$ cat src/rtl/pipe_hazard_ctrl_pkg.sv
// Shared definitions for the pipeline hazard controller: register file geometry,
// FSM encoding and the default per-register outstanding-write limit.
package pipe_hazard_ctrl_pkg;

    localparam int unsigned RegAddrBus     = 5;
    localparam int unsigned RegNum         = 32;
    localparam int unsigned MaxInflightDef = 3;
    localparam int unsigned InflightW      = 4;

    typedef logic [RegAddrBus-1:0] reg_addr_t;

    typedef enum logic [1:0] {
        StRun   = 2'd0,
        StStall = 2'd1,
        StDrain = 2'd2
    } state_e;

endpackage

$ cat src/rtl/hazard_scoreboard.sv
// Per-register outstanding-write counters with pending lookup for both source
// operands, a full flag for the destination and a saturating total.
module hazard_scoreboard
    import pipe_hazard_ctrl_pkg::*;
#(
    parameter int unsigned MaxInflight = MaxInflightDef,
    parameter bit          WbBypass    = 1'b1,
    parameter int unsigned NRegs       = RegNum
) (
    input  logic                 clk,
    input  logic                 rst,
    input  reg_addr_t            rs1_addr_i,
    input  reg_addr_t            rs2_addr_i,
    input  reg_addr_t            rd_addr_i,
    input  logic                 inc_en_i,
    input  logic                 wb_wd_i,
    input  reg_addr_t            wb_wreg_i,
    output logic                 pend1_o,
    output logic                 pend2_o,
    output logic                 rd_full_o,
    output logic [InflightW-1:0] inflight_o
);

    localparam int unsigned CntW = $clog2(MaxInflight + 1);

    logic [CntW-1:0] cnt_q [NRegs];
    logic [CntW-1:0] cnt_d [NRegs];
    logic [CntW-1:0] c1, c2, crd, cwb;
    logic [15:0]     sum;

    // x0 is never counted, so its slot reads as zero and never pends.
    always_comb begin
        c1  = '0;
        c2  = '0;
        crd = '0;
        cwb = '0;
        for (int i = 1; i < NRegs; i++) begin
            if (rs1_addr_i == RegAddrBus'(i)) c1  = cnt_q[i];
            if (rs2_addr_i == RegAddrBus'(i)) c2  = cnt_q[i];
            if (rd_addr_i  == RegAddrBus'(i)) crd = cnt_q[i];
            if (wb_wreg_i  == RegAddrBus'(i)) cwb = cnt_q[i];
        end
    end

    assign pend1_o   = (c1 != '0) &&
                       !(WbBypass && wb_wd_i && (wb_wreg_i == rs1_addr_i) && (c1 == CntW'(1)));
    assign pend2_o   = (c2 != '0) &&
                       !(WbBypass && wb_wd_i && (wb_wreg_i == rs2_addr_i) && (c2 == CntW'(1)));
    assign rd_full_o = (crd == CntW'(MaxInflight));

    always_comb begin
        logic inc, dec;
        inc = 1'b0;
        dec = 1'b0;
        for (int i = 0; i < NRegs; i++) begin
            inc      = inc_en_i && (i != 0) && (rd_addr_i == RegAddrBus'(i));
            // Retiring an idle register is dropped rather than wrapping.
            dec      = wb_wd_i && (i != 0) && (wb_wreg_i == RegAddrBus'(i)) &&
                       (cnt_q[i] != '0);
            cnt_d[i] = cnt_q[i] + CntW'(inc) - CntW'(dec);
        end
    end

    always_ff @(posedge clk or negedge rst) begin
        if (!rst) begin
            for (int i = 0; i < NRegs; i++) cnt_q[i] <= '0;
        end else begin
            for (int i = 0; i < NRegs; i++) cnt_q[i] <= cnt_d[i];
        end
    end

    always_comb begin
        sum = '0;
        for (int i = 1; i < NRegs; i++) sum = sum + 16'(cnt_q[i]);
    end

    assign inflight_o = (sum > 16'd15) ? '1 : sum[InflightW-1:0];

    retire_without_write : assert property (
        @(posedge clk) disable iff (!rst)
        !(wb_wd_i && (wb_wreg_i != '0) && (cwb == '0))
    ) else $error("retire of a register with no outstanding write");

endmodule

$ cat src/rtl/pipe_hazard_ctrl.sv
// Stall/flush controller beside the ID stage: holds pc/if_id and bubbles ID/EX while a
// source is pending, and drains all outstanding writes after a flush request.
module pipe_hazard_ctrl
    import pipe_hazard_ctrl_pkg::*;
#(
    parameter int unsigned MaxInflight = MaxInflightDef,
    parameter bit          WbBypass    = 1'b1,
    parameter int unsigned NRegs       = RegNum
) (
    input  logic                  clk,
    input  logic                  rst,
    input  logic                  id_valid_i,
    input  logic                  id_reg1_read_i,
    input  logic [RegAddrBus-1:0] id_reg1_addr_i,
    input  logic                  id_reg2_read_i,
    input  logic [RegAddrBus-1:0] id_reg2_addr_i,
    input  logic                  id_wd_i,
    input  logic [RegAddrBus-1:0] id_wreg_i,
    input  logic                  wb_wd_i,
    input  logic [RegAddrBus-1:0] wb_wreg_i,
    input  logic                  flush_req_i,
    output logic                  pc_wd_o,
    output logic                  ifid_wd_o,
    output logic                  idex_bubble_o,
    output logic                  issue_o,
    output logic [1:0]            state_o,
    output logic [InflightW-1:0]  inflight_o
);

    state_e state_q, state_d;
    logic   pend1, pend2, rd_full, hazard;

    hazard_scoreboard #(
        .MaxInflight (MaxInflight),
        .WbBypass    (WbBypass),
        .NRegs       (NRegs)
    ) u_scoreboard (
        .clk        (clk),
        .rst        (rst),
        .rs1_addr_i (id_reg1_addr_i),
        .rs2_addr_i (id_reg2_addr_i),
        .rd_addr_i  (id_wreg_i),
        .inc_en_i   (issue_o && id_wd_i),
        .wb_wd_i    (wb_wd_i),
        .wb_wreg_i  (wb_wreg_i),
        .pend1_o    (pend1),
        .pend2_o    (pend2),
        .rd_full_o  (rd_full),
        .inflight_o (inflight_o)
    );

    assign hazard  = (id_reg1_read_i && pend1) || (id_reg2_read_i && pend2) ||
                     (id_wd_i && rd_full);
    assign issue_o = rst && id_valid_i && !hazard && (state_q != StDrain) && !flush_req_i;
    assign state_o = state_q;

    always_ff @(posedge clk or negedge rst) begin
        if (!rst) state_q <= StRun;
        else      state_q <= state_d;
    end

    always_comb begin
        state_d = state_q;
        case (state_q)
            StRun, StStall: begin
                if (flush_req_i) state_d = StDrain;
                else if (hazard) state_d = StStall;
                else             state_d = StRun;
            end
            // Leave only once the drained count has been observed at zero.
            StDrain: if (inflight_o == '0) state_d = StRun;
            default: state_d = StRun;
        endcase
    end

    always_comb begin
        pc_wd_o       = 1'b1;
        ifid_wd_o     = 1'b1;
        idex_bubble_o = !issue_o;
        if (!rst || (state_q == StDrain) || hazard) begin
            pc_wd_o       = 1'b0;
            ifid_wd_o     = 1'b0;
            idex_bubble_o = 1'b1;
        end
    end

endmodule

$ cat config.mk
export PLATFORM = sky130hd
export DESIGN_NAME = pipe_hazard_ctrl
export DESIGN_NICKNAME = d
export VERILOG_FILES = /design/src/rtl/pipe_hazard_ctrl_pkg.sv /design/src/rtl/hazard_scoreboard.sv /design/src/rtl/pipe_hazard_ctrl.sv
export SDC_FILE = /design/constraint.sdc
export NUM_CORES = 1
export LEC_CHECK = 0
export CAP_MARGIN = 25
export CORE_MARGIN = 8
export CORE_UTILIZATION = 50
export CTS_BUF_LIST = sky130_fd_sc_hd__clkbuf_4
export CTS_CLUSTER_DIAMETER = 100
export DETAILED_ROUTE_END_ITERATION = 6
export PLACE_DENSITY_LB_ADDON = 0.3
export SETUP_SLACK_MARGIN = 0.1
export SYNTH_ARGS = -nofsm -noshare
export SYNTH_HDL_FRONTEND = slang
export SYNTH_SLANG_ARGS = --single-unit
$ cat constraint.sdc
create_clock -name clk -period 6.3 [get_ports clk]
set_input_delay 0.63 -clock clk [delete_from_list [all_inputs] [get_ports clk]]
set_output_delay 0.63 -clock clk [all_outputs]
set_load 0.02 [all_outputs]
[Word level (Yosys, flattened, before mapping)]
Index checks and enable logic that the tools add are counted.
Storage, ports and cells
  logic and storage cells: 511
  input port bits: 28
  register bits after elaboration: 64
  output and inout bits: 10
Operators by class
  reduce and logical (&&, ||, !) cells: 153
  $add $sub $neg: 92
  mux-type cells: 100
  $lt $le $gt $ge: 1
  equality and inequality tests: 133
Operators with widths (count)
  adder 16 x 2 -> 16 bit: 29
  equality test 5 bit, second input constant: 64
  2-to-1 mux 2 bit: 95
  equality test 5 x 4 -> 1 bit, second input constant: 32
  logical AND 1 bit: 107
  equality test 5 x 3 -> 1 bit, second input constant: 16
  nonzero test 2 bit: 33
  adder 2 x 1 -> 2 bit: 31
  subtractor 2 x 1 -> 2 bit: 31
  equality test 5 x 2 -> 1 bit, second input constant: 8
  equality test 5 x 1 -> 1 bit, second input constant: 4
  > comparator 16 x 4 -> 1 bit, second input constant: 1
  equality test 5 bit: 2
  equality test 2 x 1 -> 1 bit, second input constant: 3
  zero test 1 bit: 6
  equality test 2 bit, second input constant: 2
  zero test 4 bit: 1
  logical OR 1 bit: 4
  2-to-1 mux 4 bit: 1
  != test 2 bit, second input constant: 2
  one-hot mux 2 bit (2 select lines): 1
  adder 2 x 2 -> 3 bit: 1
  2-to-1 mux 1 bit: 3
  zero test 2 bit: 1
  OR reduction 2 bit: 1

[Depth between registers and ports, before layout]
Gate-level depths: netlist of the first run.
  depth in word-level cells: 47
  mapped depth: 21
  depth with buffers taken out: 21

[By module]
A second synthesis of the first run with hierarchy kept.
Unflattened totals
  cell total of the unflattened synthesis: 943
  area total of the unflattened synthesis: 8051.5 µm²
Modules (own cells, without submodules)
  hazard_scoreboard: times used 1, area an instance 7910.1 µm², sequential area each 1551.5 µm², cells an instance 928
  pipe_hazard_ctrl: times used 1, area an instance 141.4 µm², sequential area each 50.0 µm², cells an instance 15

[Worst setup path after synthesis of the first run]
No wires, ideal clock.
  path kind: register to output
  from: register u_scoreboard.cnt_q[58] (netlist name)
  to: output port inflight_o[2]
  arrival time: 6.138 ns
  path slack: -0.468 ns
  buffers on the path: 0
  cell stages (with the launch flop): 18
  data required time: 5.670 ns
  cells stage by stage: dfrtp_1 -> ha_1 -> fa_1 -> inv_1 -> fa_1 -> inv_1 -> fa_1 -> fa_1 -> fa_1 -> fa_1 -> fa_1 -> fa_1 -> fa_1 -> and2_1 -> o21ai_0 -> mux2i_1 -> nand2_1 -> or2_2
Between the ends
  word-level cells in the longest chain between the ends: 32
RTL lines
  start: declaration: RTL line hazard_scoreboard.sv:26  | logic [CntW-1:0] cnt_q [NRegs];
  adder 2 x 2 -> 3 bit (*): RTL line hazard_scoreboard.sv:74  | for (int i = 1; i < NRegs; i++) sum = sum + 16'(cnt_q[i]);
  adder 16 x 2 -> 16 bit (*) (29 in a row): RTL line hazard_scoreboard.sv:74
  > comparator 16 x 4 -> 1 bit: RTL line hazard_scoreboard.sv:77  | assign inflight_o = (sum > 16'd15) ? '1 : sum[InflightW-1:0];
  2-to-1 mux 4 bit (*): RTL line hazard_scoreboard.sv:77
  end: declaration: RTL line pipe_hazard_ctrl.sv:27  | output logic [InflightW-1:0] inflight_o
Every way passes the cells marked *; elsewhere a longest branch is shown, timed or not.

[Final worst setup path of the first run]
  from: register u_scoreboard.cnt_q[60] (netlist name)
  to: output port inflight_o[0]
The elaborated chain is that of the path after synthesis.

==> metrics.sh, run 1 <==
VIAS_PER_CELL=6.27
LAYOUT.CELL_AREA.NON_FILLER_SQ_MM=0.00981
TIMING.CRITICAL_PATH.ARRIVAL_NS=6.38
CTS.CLK_SLEW.WORST_PATHS_NS=0.12
FINAL_MAX_SLEW_VIOL_COUNT=0
INITIAL_CORE_UTIL_PCT=50.3
TRITONCTS.NUM_BUFFERS=9
DRIVE_ABOVE_1_SHARE_PCT=12.7
DIE_W_UM=147
NNETSFINAL=1252
GRT_OVERFLOW_TOTAL=0
REG2REG_FROM='u_scoreboard.cnt_q[60]$_DFF_PN0_'
SYNTH_TOP_CELL_BY_AREA='dfrtp_1'
COUNT_OF_WARNINGS_EMITTED_BY_YOSYS=0
CLOCK_PATH_BUFFERS=2
DETAILEDROUTE.FIRSTPASSITERATIONCOUNT=5
FINALCLOCKSKEW_NS=0.0226
SYNTH.TOP_CELL.AREA_SHARE_PCT=18.7
GRT_USE_TOTAL_PCT=29.7
FAILING_CHECKS='negative setup slack'
WORSTMARGINPINSLEW_NS=1.06
FINAL_SETUP_VIOLATIONS=4
FIRST_ITER_VIOLATIONS=1145
MIN_TCLK_POST_ROUTE_NS=7.01
SYNTH_AREA_PER_CELL_SQ_UM=8.46
GRT_FIRST_PASS_WIRELENGTH_UM=48800
IO_PINS=38
RSZ_0062_RAISED_AFTER_GLOBAL_ROUTING='true'
YOSYS-TOP-CELLS-COUNT='145 x inv_1, 74 x ha_1, 72 x nor2_1'
SYNTH_SEQ_CELLS=64
POST_DP_CELL_AREA_SQ_MM=0.00961
SYNTH.CELL_AREA_SQ_MM=0.00859
MAX_FREQ_MHz=143
WORSTSETUPSTARTPOINTTYPE='flip-flop'
MAX_CAP_VIOLATIONS=0
CRIT_PATH_START='u_scoreboard.cnt_q[60]$_DFF_PN0_'
CTS.SINK_COUNT=64
VIA_COUNT_OF_THE_FIRST_GLOBAL_ROUTING_PASS=8245
FINAL_ANTENNA_NET_COUNT=0
GP_ROUTABILITY_CONGESTION=1.05
STATUS='finished with violations'
CRIT_END_ELEMENT='output pin'
ROUTED_WIRE_LENGTH_PER_INSTANCE_UM=24.5
YOSYS.CELL_COUNT.TOP_TYPE='inv_1'
GRT_MAX_DEGREE=66
FINAL-HOLD-VIOLATION-COUNT=0
YOSYS_MOST_USED_DFF='dfrtp_1'
MIN_PATH_TYPE='input port to async pin'
SETUP_CP_TYPE='flip-flop to output pin'
DETAIL_ROUTE.DRC_VIOLATIONS=0
FP.DIEAREA_SQ_MM=0.0216
FINAL.SETUP.WORST_SLACK_NS=-0.708
YS_ASYNC_SR_FRACTION_PCT=100
NETLIST_INSTANCES=1015
INITIAL_ANTENNA_VIOLATION_COUNT=1
SYN_NETS=1174
CRIT_FANOUT=5
FINAL.HOLD.WORST_SLACK_NS=0.409
NUMBER_OF_FLOPS_MAPPED_TO_ENABLE_CELLS_BY_YOSYS=0
CTS.HTREE.LEVELS=3
SYNTH-SEQ-AREA-SHARE_PCT=18.7
CTS_ROOT_BUF='clkbuf_4'
DP_HPWL_UM=25000
DETAILEDPLACE.WORSTSLACK_NS=-0.619
CRIT_REQUIRED_NS=5.67
CLK-INSERTION-DELAY-LATE_NS=0.44
MIN_PERIOD_OVER_PERIOD_PCT=111
CTS_TREE='yes'
TIMING.MAX_SLEW.REL_SLACK_PCT=28.5
FLOORPLAN.CORE_AREA_SQ_MM=0.0171
SYNTH_TOP_CELLS_BY_AREA='dfrtp_1 19%, fa_1 13%, ha_1 11%'
DR_TOTAL_VIAS=8307
AREA_GROWTH_SYN_TO_LAYOUT_PCT=14.3
YOSYSUNIQUECELLTYPES=82
DRT_TOTAL_WL_UM=32500
PORT_BUFFERS=37
NUM_ROWS=48
DIE_H_UM=147
[cells by family after synthesis]
family	Yosys count	share of synthesized area, %
muxes	17	2.30
adders and majority gates	131	24.1
xor gates and xnor gates	73	7.45
DFF	64	18.7
AOI/OAI and AO/OA	220	18.4
buffers and inverters	206	9.97
and+or+nand+nor	304	19.2
[registers in the layout, summed over array words and instances, names as in the netlist]
register / cells
state_o: 2
u_scoreboard.cnt_q: 62
[per-layer routing]
metal	vias to the layer above	wire [um]	share of wire, %	track usage, %
li1	3698	-	-	-
met1	3920	12900	40	38.2
met2	550	13800	43	43.9
met3	139	3570	11	7.41
met4	0	2200	6.8	18.8
met5	-	0	0	0
[timing repair]
item                                    4_1_cts  5_1_grt
pin swaps                                     3        1
endpoints found under the setup margin        4        5
hold buffers                                  0        0
setup buffers                                 1        0
gates resized for setup                      25        3
[cell type report]
class / count / area, sq um
flip-flops and latches: 64 / 1600
inverters: 148 / 556
clock buffers: 9 / 67.6
well taps: 225 / 282
repair buffers: 125 / 1030
diodes: 1 / 2.50
clock inverters: 7 / 95.1
fillers: 1595 / 7250
multi-input cells: 745 / 6180
[path summary, 6_finish.rpt]
kind	endpoint	slack, ns	cells past startpoint
setup / recovery	inflight_o[0]	-0.71	19
hold / removal	u_scoreboard.cnt_q[61]$_DFF_PN0_	0.41	2
setup reg to reg	state_o[1]$_DFFE_PN0P_	0.09	21
hold reg to reg	state_o[0]$_DFFE_PN0P_	0.49	1
max in group asynchronous	u_scoreboard.cnt_q[21]$_DFF_PN0_	5.27	2
min in group clk	state_o[0]$_DFFE_PN0P_	0.49	1
[layout by cell type, fill, tap and decap left out, types with 7 or more instances in the layout]
cell type / count
a211oi_1: 19
a21oi_1: 44
a31oi_1: 13
and3_1: 36
buf_4: 87
clkbuf_4: 10
clkdlybuf4s50_1: 31
dfrtp_1: 64
fa_1: 55
ha_1: 72
inv_1: 145
mux2i_1: 13
nand2_1: 42
nand2b_1: 23
nand3_1: 16
nand4_1: 12
nor2_1: 72
nor2b_1: 19
nor3_1: 26
nor3b_1: 10
o2111ai_1: 10
o211ai_1: 8
o21ai_0: 35
o22ai_1: 13
o32a_1: 7
o32ai_1: 8
xnor2_1: 71
[stage by stage]
stage | setup TNS (ns) | utilization [%] | cells
after floorplan | 0 | - | 1015
after global placement | -2.22 | 56.3 | 1305
after detailed placement | -2.43 | 56.3 | 1305
after CTS | -2.93 | 57.4 | 1322
after global routing | -3.72 | 57.5 | 1324
final | -2.81 | 57.5 | 1324
[critical path: stages, from the launching register on]
cell     delay (ns)
dfrtp_1        0.40
ha_2           0.19
fa_1           0.48
inv_1          0.05
fa_1           0.50
inv_1          0.06
fa_1           0.51
fa_1           0.43
fa_1           0.51
fa_1           0.42
fa_1           0.53
fa_2           0.48
ha_1           0.31
a21o_1         0.19
a21oi_2        0.16
nand2_1        0.07
mux2i_1        0.16
nand2_2        0.11
or2_4          0.27
buf_6          0.13
Power of run 1 is left out: the tool's default activity adds up to more than one toggle a clock period on the data nets, which glitch-free logic cannot reach.
==> run 2, diff against run 1 <==
CELL_PAD_IN_SITES_DETAIL_PLACEMENT = 1   (was not set)
CELL_PAD_IN_SITES_GLOBAL_PLACEMENT = 2   (was not set)
CORE_UTILIZATION = 36   (was 50)
==> run 2 against run 1 <==
  * The run still ends with negative setup slack left
  * Fmax shrank 0.44%
  * Via count shrank 1.1%
  * Worst setup slack lost 0.031 ns
  * Highest routed layer unchanged
==> metrics.sh, run 2 (synthesized netlist as in run 1, its figures left out) <==
DIE_H_UM=170  # was 147 um
POST_DP_CELL_AREA_SQ_MM=0.00977  # was 0.00961 sq mm
CLK-INSERTION-DELAY-LATE_NS=0.46  # was 0.44 ns
CTS_TREE='yes'  # unchanged
CTS_ROOT_BUF='clkbuf_4'  # unchanged
WORSTSETUPSTARTPOINTTYPE='flip-flop'  # unchanged
DP_HPWL_UM=28900  # was 25000 um
LAYOUT.CELL_AREA.NON_FILLER_SQ_MM=0.0100  # was 0.00981 sq mm
DETAIL_ROUTE.DRC_VIOLATIONS=0  # unchanged
MAX_CAP_VIOLATIONS=0  # unchanged
FIRST_ITER_VIOLATIONS=630  # was 1145
MIN_PATH_TYPE='input port to async pin'  # unchanged
LAYOUT_COMMON_CELLS='145 x inv_1, 96 x buf_4, 72 x nor2_1, 72 x ha_1, 71 x xnor2_1'  # was 145 x inv_1, 87 x buf_4, 72 x nor2_1, 72 x ha_1, 71 x xnor2_1
FAILING_CHECKS='negative setup slack'  # unchanged
RSZ_0062_RAISED_AFTER_GLOBAL_ROUTING='true'  # unchanged
DRIVE_ABOVE_1_SHARE_PCT=13.3  # was 12.7%
PLACED_CELLS=1405  # was 1305
LAYOUT_COMMONEST_CELL='inv_1'  # unchanged
GRT_MAX_DEGREE=67  # was 66
DETAILEDROUTE.FIRSTPASSITERATIONCOUNT=5  # unchanged
FLIP_FLOP_COUNT_OF_THE_LARGEST_REGISTER_ALL_COPIES_AND_WORDS_ADDED=62  # unchanged
INITIAL_ANTENNA_VIOLATION_COUNT=1  # unchanged
IO_PINS=38  # unchanged
NUM_ROWS=56  # was 48
FINAL-HOLD-VIOLATION-COUNT=0  # unchanged
FINAL_CELL_COUNT_NO_FILL=1426  # was 1324
MAX_FREQ_MHz=142  # was 143 MHz
GP_ROUTABILITY_CONGESTION=0.952  # was 1.05
FINAL.SETUP.WORST_SLACK_NS=-0.739  # was -0.708 ns
GRT_USE_TOTAL_PCT=25.8  # was 29.7%
PORT_BUFFERS=37  # unchanged
CTS.SINK_COUNT=64  # unchanged
CRIT_REQUIRED_NS=5.67  # about the same
TRITONCTS.NUM_BUFFERS=9  # unchanged
CRIT_END_ELEMENT='output pin'  # unchanged
FIN_UTIL_PCT=42.6  # was 57.5%
FINAL_MAX_SLEW_VIOL_COUNT=0  # unchanged
GRT_OVERFLOW_TOTAL=0  # unchanged
DR_TOTAL_VIAS=8219  # was 8307
CLOCK_PATH_BUFFERS=2  # unchanged
FLOORPLAN.CORE_AREA_SQ_MM=0.0235  # was 0.0171 sq mm
CRIT_FANOUT=5  # unchanged
ROUTED_WIRE_LENGTH_PER_INSTANCE_UM=25.7  # was 24.5 um
NNETSFINAL=1259  # was 1252
FINALCLOCKSKEW_NS=0.0217  # was 0.0226 ns
FINAL_ANTENNA_NET_COUNT=0  # unchanged
MIN_TCLK_POST_ROUTE_NS=7.04  # was 7.01 ns
INITIAL_CORE_UTIL_PCT=36.6  # was 50.3%
FINAL_SETUP_VIOLATIONS=5  # was 4
TIMING.MAX_SLEW.REL_SLACK_PCT=25.2  # was 28.5%
TIMING.CRITICAL_PATH.ARRIVAL_NS=6.41  # was 6.38 ns
REGISTERS.TOP_BY_FF_COUNT='u_scoreboard.cnt_q'  # unchanged
FF2FF_SETUP_SLACK_NS=-0.11  # was 0.09 ns
MIN_PERIOD_OVER_PERIOD_PCT=112  # was 111%
POSTCTSHOLDBUFS=0  # unchanged
CTS.CLK_SLEW.WORST_PATHS_NS=0.14  # was 0.12 ns
SETUP-TNS-FINAL_NS=-3.04  # was -2.81 ns
VIA_COUNT_OF_THE_FIRST_GLOBAL_ROUTING_PASS=8718  # was 8245
SETUP_CP_TYPE='flip-flop to output pin'  # unchanged
VIAS_PER_CELL=5.76  # was 6.27
GRT_FIRST_PASS_WIRELENGTH_UM=55200  # was 48800 um
FP.DIEAREA_SQ_MM=0.0290  # was 0.0216 sq mm
DIE_W_UM=170  # was 147 um
AREA_GROWTH_SYN_TO_LAYOUT_PCT=16.5  # was 14.3%
DRT_TOTAL_WL_UM=36600  # was 32500 um
CTS.HTREE.LEVELS=3  # unchanged
WORSTMARGINPINSLEW_NS=1.12  # was 1.06 ns
STATUS='finished with violations'  # unchanged
-- run 2: cell types whose count changed in the layout (fill, tap and decap cells not counted) --
cell / change
buf_4: +9
bufinv_16: +1
clkbuf_4: -1
clkdlybuf4s50_1: -1
clkinv_2: -1
clkinv_4: +1
diode_2: +1
inv_6: -1
-- run 2: timing repair --
action / in CTS / in global routing
gates cloned: 0 / 0
pin swaps: 5 / 3
buffers inserted: 2 / 1
resized for setup: 26 / 2
setup endpoints to repair: 5 / 5
-- run 2: layer usage --
metal,vias up,track usage (%),wire length [um]
li1,3720,-,-
met1,4139,34.2,16000
met2,281,40.6,16700
met3,79,4.43,2300
met4,0,11.5,1620
met5,-,0,0
-- run 2: cell type report --
class	instances	area, sq um
Timing Repair Buffer	132	1080
Fill cell	2798	13500
Antenna cell	2	5.00
Inverter	148	556
Clock buffer	9	67.6
Clock inverter	7	120
Sequential cell	64	1600
Multi-Input combinational cell	745	6180
Tap cell	319	399
-- run 2: worst paths after layout --
path	start	end	cells past startpoint
setup / recovery	u_scoreboard.cnt_q[60]$_DFF_PN0_	inflight_o[3]	18
hold / removal	rst	u_scoreboard.cnt_q[4]$_DFF_PN0_	1
setup reg to reg	u_scoreboard.cnt_q[60]$_DFF_PN0_	state_o[1]$_DFFE_PN0P_	22
hold reg to reg	state_o[1]$_DFFE_PN0P_	state_o[0]$_DFFE_PN0P_	1
max in group asynchronous	rst	u_scoreboard.cnt_q[29]$_DFF_PN0_	1
min in group clk	state_o[1]$_DFFE_PN0P_	state_o[0]$_DFFE_PN0P_	1
-- run 2: metrics by stage --
step / hold WS (ns) / setup slack, ns
global placement: 0.464 / -0.588
finish: 0.293 / -0.739
detailed placement: 0.474 / -0.713
global route: 0.325 / -0.926
CTS: 0.326 / -0.854
floorplan: 0.334 / 0.0397
-- run 2: worst max-delay path: stages, from the launching register on --
cell and delay (ns):
dfrtp_1 0.40, ha_2 0.19, fa_1 0.48, inv_1 0.05, fa_1 0.52, inv_1 0.06
fa_1 0.49, fa_1 0.42, fa_1 0.51, fa_1 0.42, fa_1 0.53, fa_2 0.49
fa_2 0.38, and2_4 0.15, o21ai_2 0.15, mux2i_1 0.22, nand2_2 0.11, or2_4 0.27
buf_6 0.13
Power of run 2 is left out for the same reason.
==> run 3, diff against run 2 <==
CORE_UTILIZATION = 35   (was 36)
==> run 3 against run 2 <==
  * Sequential cell count did not move
  * Global-route usage fell by 1.1 points
  * Final cell count barely moved
  * Register-to-register slack improved by 0.27 ns
  * Fmax rose by 1.1%
  * Sequential share of layout area rose by 0.091 points
  * The flow still finishes with violations (negative setup slack)
  * Highest routed layer is now met5
  * Routed wire length rose by 1.2%
  * Die area rose by 2.6%
  * Clock-buffer cell count did not move
  * Worst setup slack improved by 0.079 ns
  * Design area fell by 0.56%
  * Clock skew rose by 0.0056 ns
==> metrics.sh, run 3 (synthesized netlist as in run 1, its figures left out) <==
FLOORPLAN.CORE_AREA_SQ_MM=0.0242  # was 0.0235 sq mm
TIMING.HOLD.WORST.START='state_o[1]$_DFFE_PN0P_'
GRT_USE_TOTAL_PCT=24.7  # was 25.8%
ROUTED_WIRE_LENGTH_PER_INSTANCE_UM=26.0  # was 25.7 um
FINAL_MAX_SLEW_VIOL_COUNT=0  # unchanged
FINAL.SETUP.WORST_SLACK_NS=-0.660  # was -0.739 ns
INITIAL_ANTENNA_VIOLATION_COUNT=2  # was 1
CTS_TREE='yes'  # unchanged
FF2FF_SETUP_SLACK_NS=0.16  # was -0.11 ns
TIMING.MAX_SLEW.REL_SLACK_PCT=27.4  # was 25.2%
CLOCK_PATH_BUFFERS=2  # unchanged
PORT_BUFFERS=37  # unchanged
CRIT_REQUIRED_NS=5.67  # about the same
FLIP_FLOP_COUNT_OF_THE_LARGEST_REGISTER_ALL_COPIES_AND_WORDS_ADDED=62  # unchanged
DRIVE_ABOVE_1_SHARE_PCT=13.0  # was 13.3%
CTS_ROOT_BUF='clkbuf_4'  # unchanged
GP_ROUTABILITY_CONGESTION=0.931  # was 0.952
WORSTHOLDPATHCELLS=1
IO_PINS=38  # unchanged
FAILING_CHECKS='negative setup slack'  # unchanged
CRIT_END_ELEMENT='output pin'  # unchanged
LAYOUT.CELL_AREA.NON_FILLER_SQ_MM=0.00995  # was 0.0100 sq mm
FINAL_SETUP_VIOLATIONS=4  # was 5
MAX_FREQ_MHz=144  # was 142 MHz
CTS.SINK_COUNT=64  # unchanged
DETAILEDROUTE.FIRSTPASSITERATIONCOUNT=5  # unchanged
CRIT_PATH_START='u_scoreboard.cnt_q[60]$_DFF_PN0_'  # unchanged
MIN_TCLK_POST_ROUTE_NS=6.96  # was 7.04 ns
NUM_ROWS=57  # was 56
FINAL-HOLD-VIOLATION-COUNT=0  # unchanged
NNETSFINAL=1256  # was 1259
GRT_OVERFLOW_TOTAL=0  # unchanged
MIN_PATH_TYPE='flip-flop to flip-flop'  # was input port to async pin
CTS.HTREE.LEVELS=3  # unchanged
STATUS='finished with violations'  # unchanged
TRITONCTS.NUM_BUFFERS=9  # unchanged
WORSTSETUPSTARTPOINTTYPE='flip-flop'  # unchanged
TIMING.CRITICAL_PATH.ARRIVAL_NS=6.33  # was 6.41 ns
DR_TOTAL_VIAS=8250  # was 8219
DIE_W_UM=173  # was 170 um
VIAS_PER_CELL=5.78  # was 5.76
REGISTERS.TOP_BY_FF_COUNT='u_scoreboard.cnt_q'  # unchanged
LAYOUT_COMMONEST_CELL='inv_1'  # unchanged
MIN_PERIOD_OVER_PERIOD_PCT=110  # was 112%
WORSTMARGINPINSLEW_NS=1.08  # was 1.12 ns
DRT_TOTAL_WL_UM=37100  # was 36600 um
LAYOUT_COMMON_CELLS='145 x inv_1, 92 x buf_4, 72 x nor2_1, 72 x ha_1, 71 x xnor2_1'  # was 145 x inv_1, 96 x buf_4, 72 x nor2_1, 72 x ha_1, 71 x xnor2_1
FIRST_ITER_VIOLATIONS=739  # was 630
GRT_MAX_DEGREE=59  # was 67
FINAL_ANTENNA_NET_COUNT=0  # unchanged
RSZ_0062_RAISED_AFTER_GLOBAL_ROUTING='true'  # unchanged
CRIT_FANOUT=5  # unchanged
DETAIL_ROUTE.DRC_VIOLATIONS=0  # unchanged
RR_WORST_DEPTH=20  # was 22
INITIAL_CORE_UTIL_PCT=35.5  # was 36.6%
AREA_GROWTH_SYN_TO_LAYOUT_PCT=15.9  # was 16.5%
DP_HPWL_UM=29100  # was 28900 um
POST_DP_CELL_AREA_SQ_MM=0.00976  # was 0.00977 sq mm
CLK-INSERTION-DELAY-LATE_NS=0.50  # was 0.46 ns
FINALCLOCKSKEW_NS=0.0273  # was 0.0217 ns
FIN_UTIL_PCT=41.2  # was 42.6%
VIA_COUNT_OF_THE_FIRST_GLOBAL_ROUTING_PASS=8721  # was 8718
MAX_CAP_VIOLATIONS=0  # unchanged
HOLD-PATH-ENDPOINT='state_o[0]$_DFFE_PN0P_'
SETUP_CP_TYPE='flip-flop to output pin'  # unchanged
GRT_FIRST_PASS_WIRELENGTH_UM=55700  # was 55200 um
CRITICAL_PATH.REG2REG.ENDPOINT='state_o[1]$_DFFE_PN0P_'  # unchanged
FP.DIEAREA_SQ_MM=0.0298  # was 0.0290 sq mm
REG2REG_FROM='u_scoreboard.cnt_q[60]$_DFF_PN0_'  # unchanged
FINAL.HOLD.WORST_SLACK_NS=0.488  # was 0.293 ns
DIE_H_UM=173  # was 170 um
CTS.CLK_SLEW.WORST_PATHS_NS=0.13  # was 0.14 ns
-- run 3: how the worst max path moves through the flow --
stage	endpoint	slack (ns)	cells past startpoint
5_1_grt	inflight_o[1]	-0.88	18
3_3_place_gp	inflight_o[0]	-0.57	18
4_1_cts	inflight_o[1]	-0.77	18
2_1_floorplan	inflight_o[0]	0.04	17
6_report	inflight_o[3]	-0.66	18
3_5_place_dp	inflight_o[0]	-0.58	18
-- run 3: cell type report --
cell class	count	area (sq um)
Sequential cell	64	1600
Tap cell	324	405
Clock inverter	7	80.1
Fill cell	2915	14200
Antenna cell	1	2.50
Inverter	148	556
Timing Repair Buffer	129	1060
Clock buffer	9	67.6
Multi-Input combinational cell	745	6180
-- run 3: critical path, cell delays in order, from the launching register on --
cell     delay (ns)
dfrtp_1        0.40
ha_2           0.19
fa_1           0.47
inv_1          0.05
fa_1           0.48
inv_1          0.05
fa_1           0.49
fa_1           0.42
fa_1           0.51
fa_1           0.43
fa_1           0.51
fa_2           0.47
fa_2           0.38
and2_4         0.15
o21ai_2        0.14
mux2i_1        0.22
nand2_2        0.10
or2_4          0.25
buf_6          0.13
-- run 3: layer usage --
layer  part of all wire [%]  global-route usage (%)
met2                     44                    38.1
met3                    6.8                    4.14
met1                     44                    32.8
met5                  0.032                       0
met4                    5.1                    12.7
-- run 3: through the flow --
step	setup TNS, ns	cells	setup WS [ns]
finish	-2.63	1427	-0.660
CTS	-3.07	1425	-0.774
floorplan	0	1015	0.0397
global route	-3.57	1427	-0.878
global placement	-2.21	1408	-0.567
detailed placement	-2.23	1408	-0.576
-- run 3: timing repair --
| item | CTS | global route |
|---|---|---|
| pin swaps | 4 | 2 |
| setup endpoints to repair | 5 | 5 |
| hold buffers | 1 | 0 |
| endpoints found under the hold margin | 6 | 0 |
| setup buffers | 1 | 1 |
| resized for setup | 22 | 6 |
| cloned | 0 | 0 |
Power of run 3 is left out for the same reason.
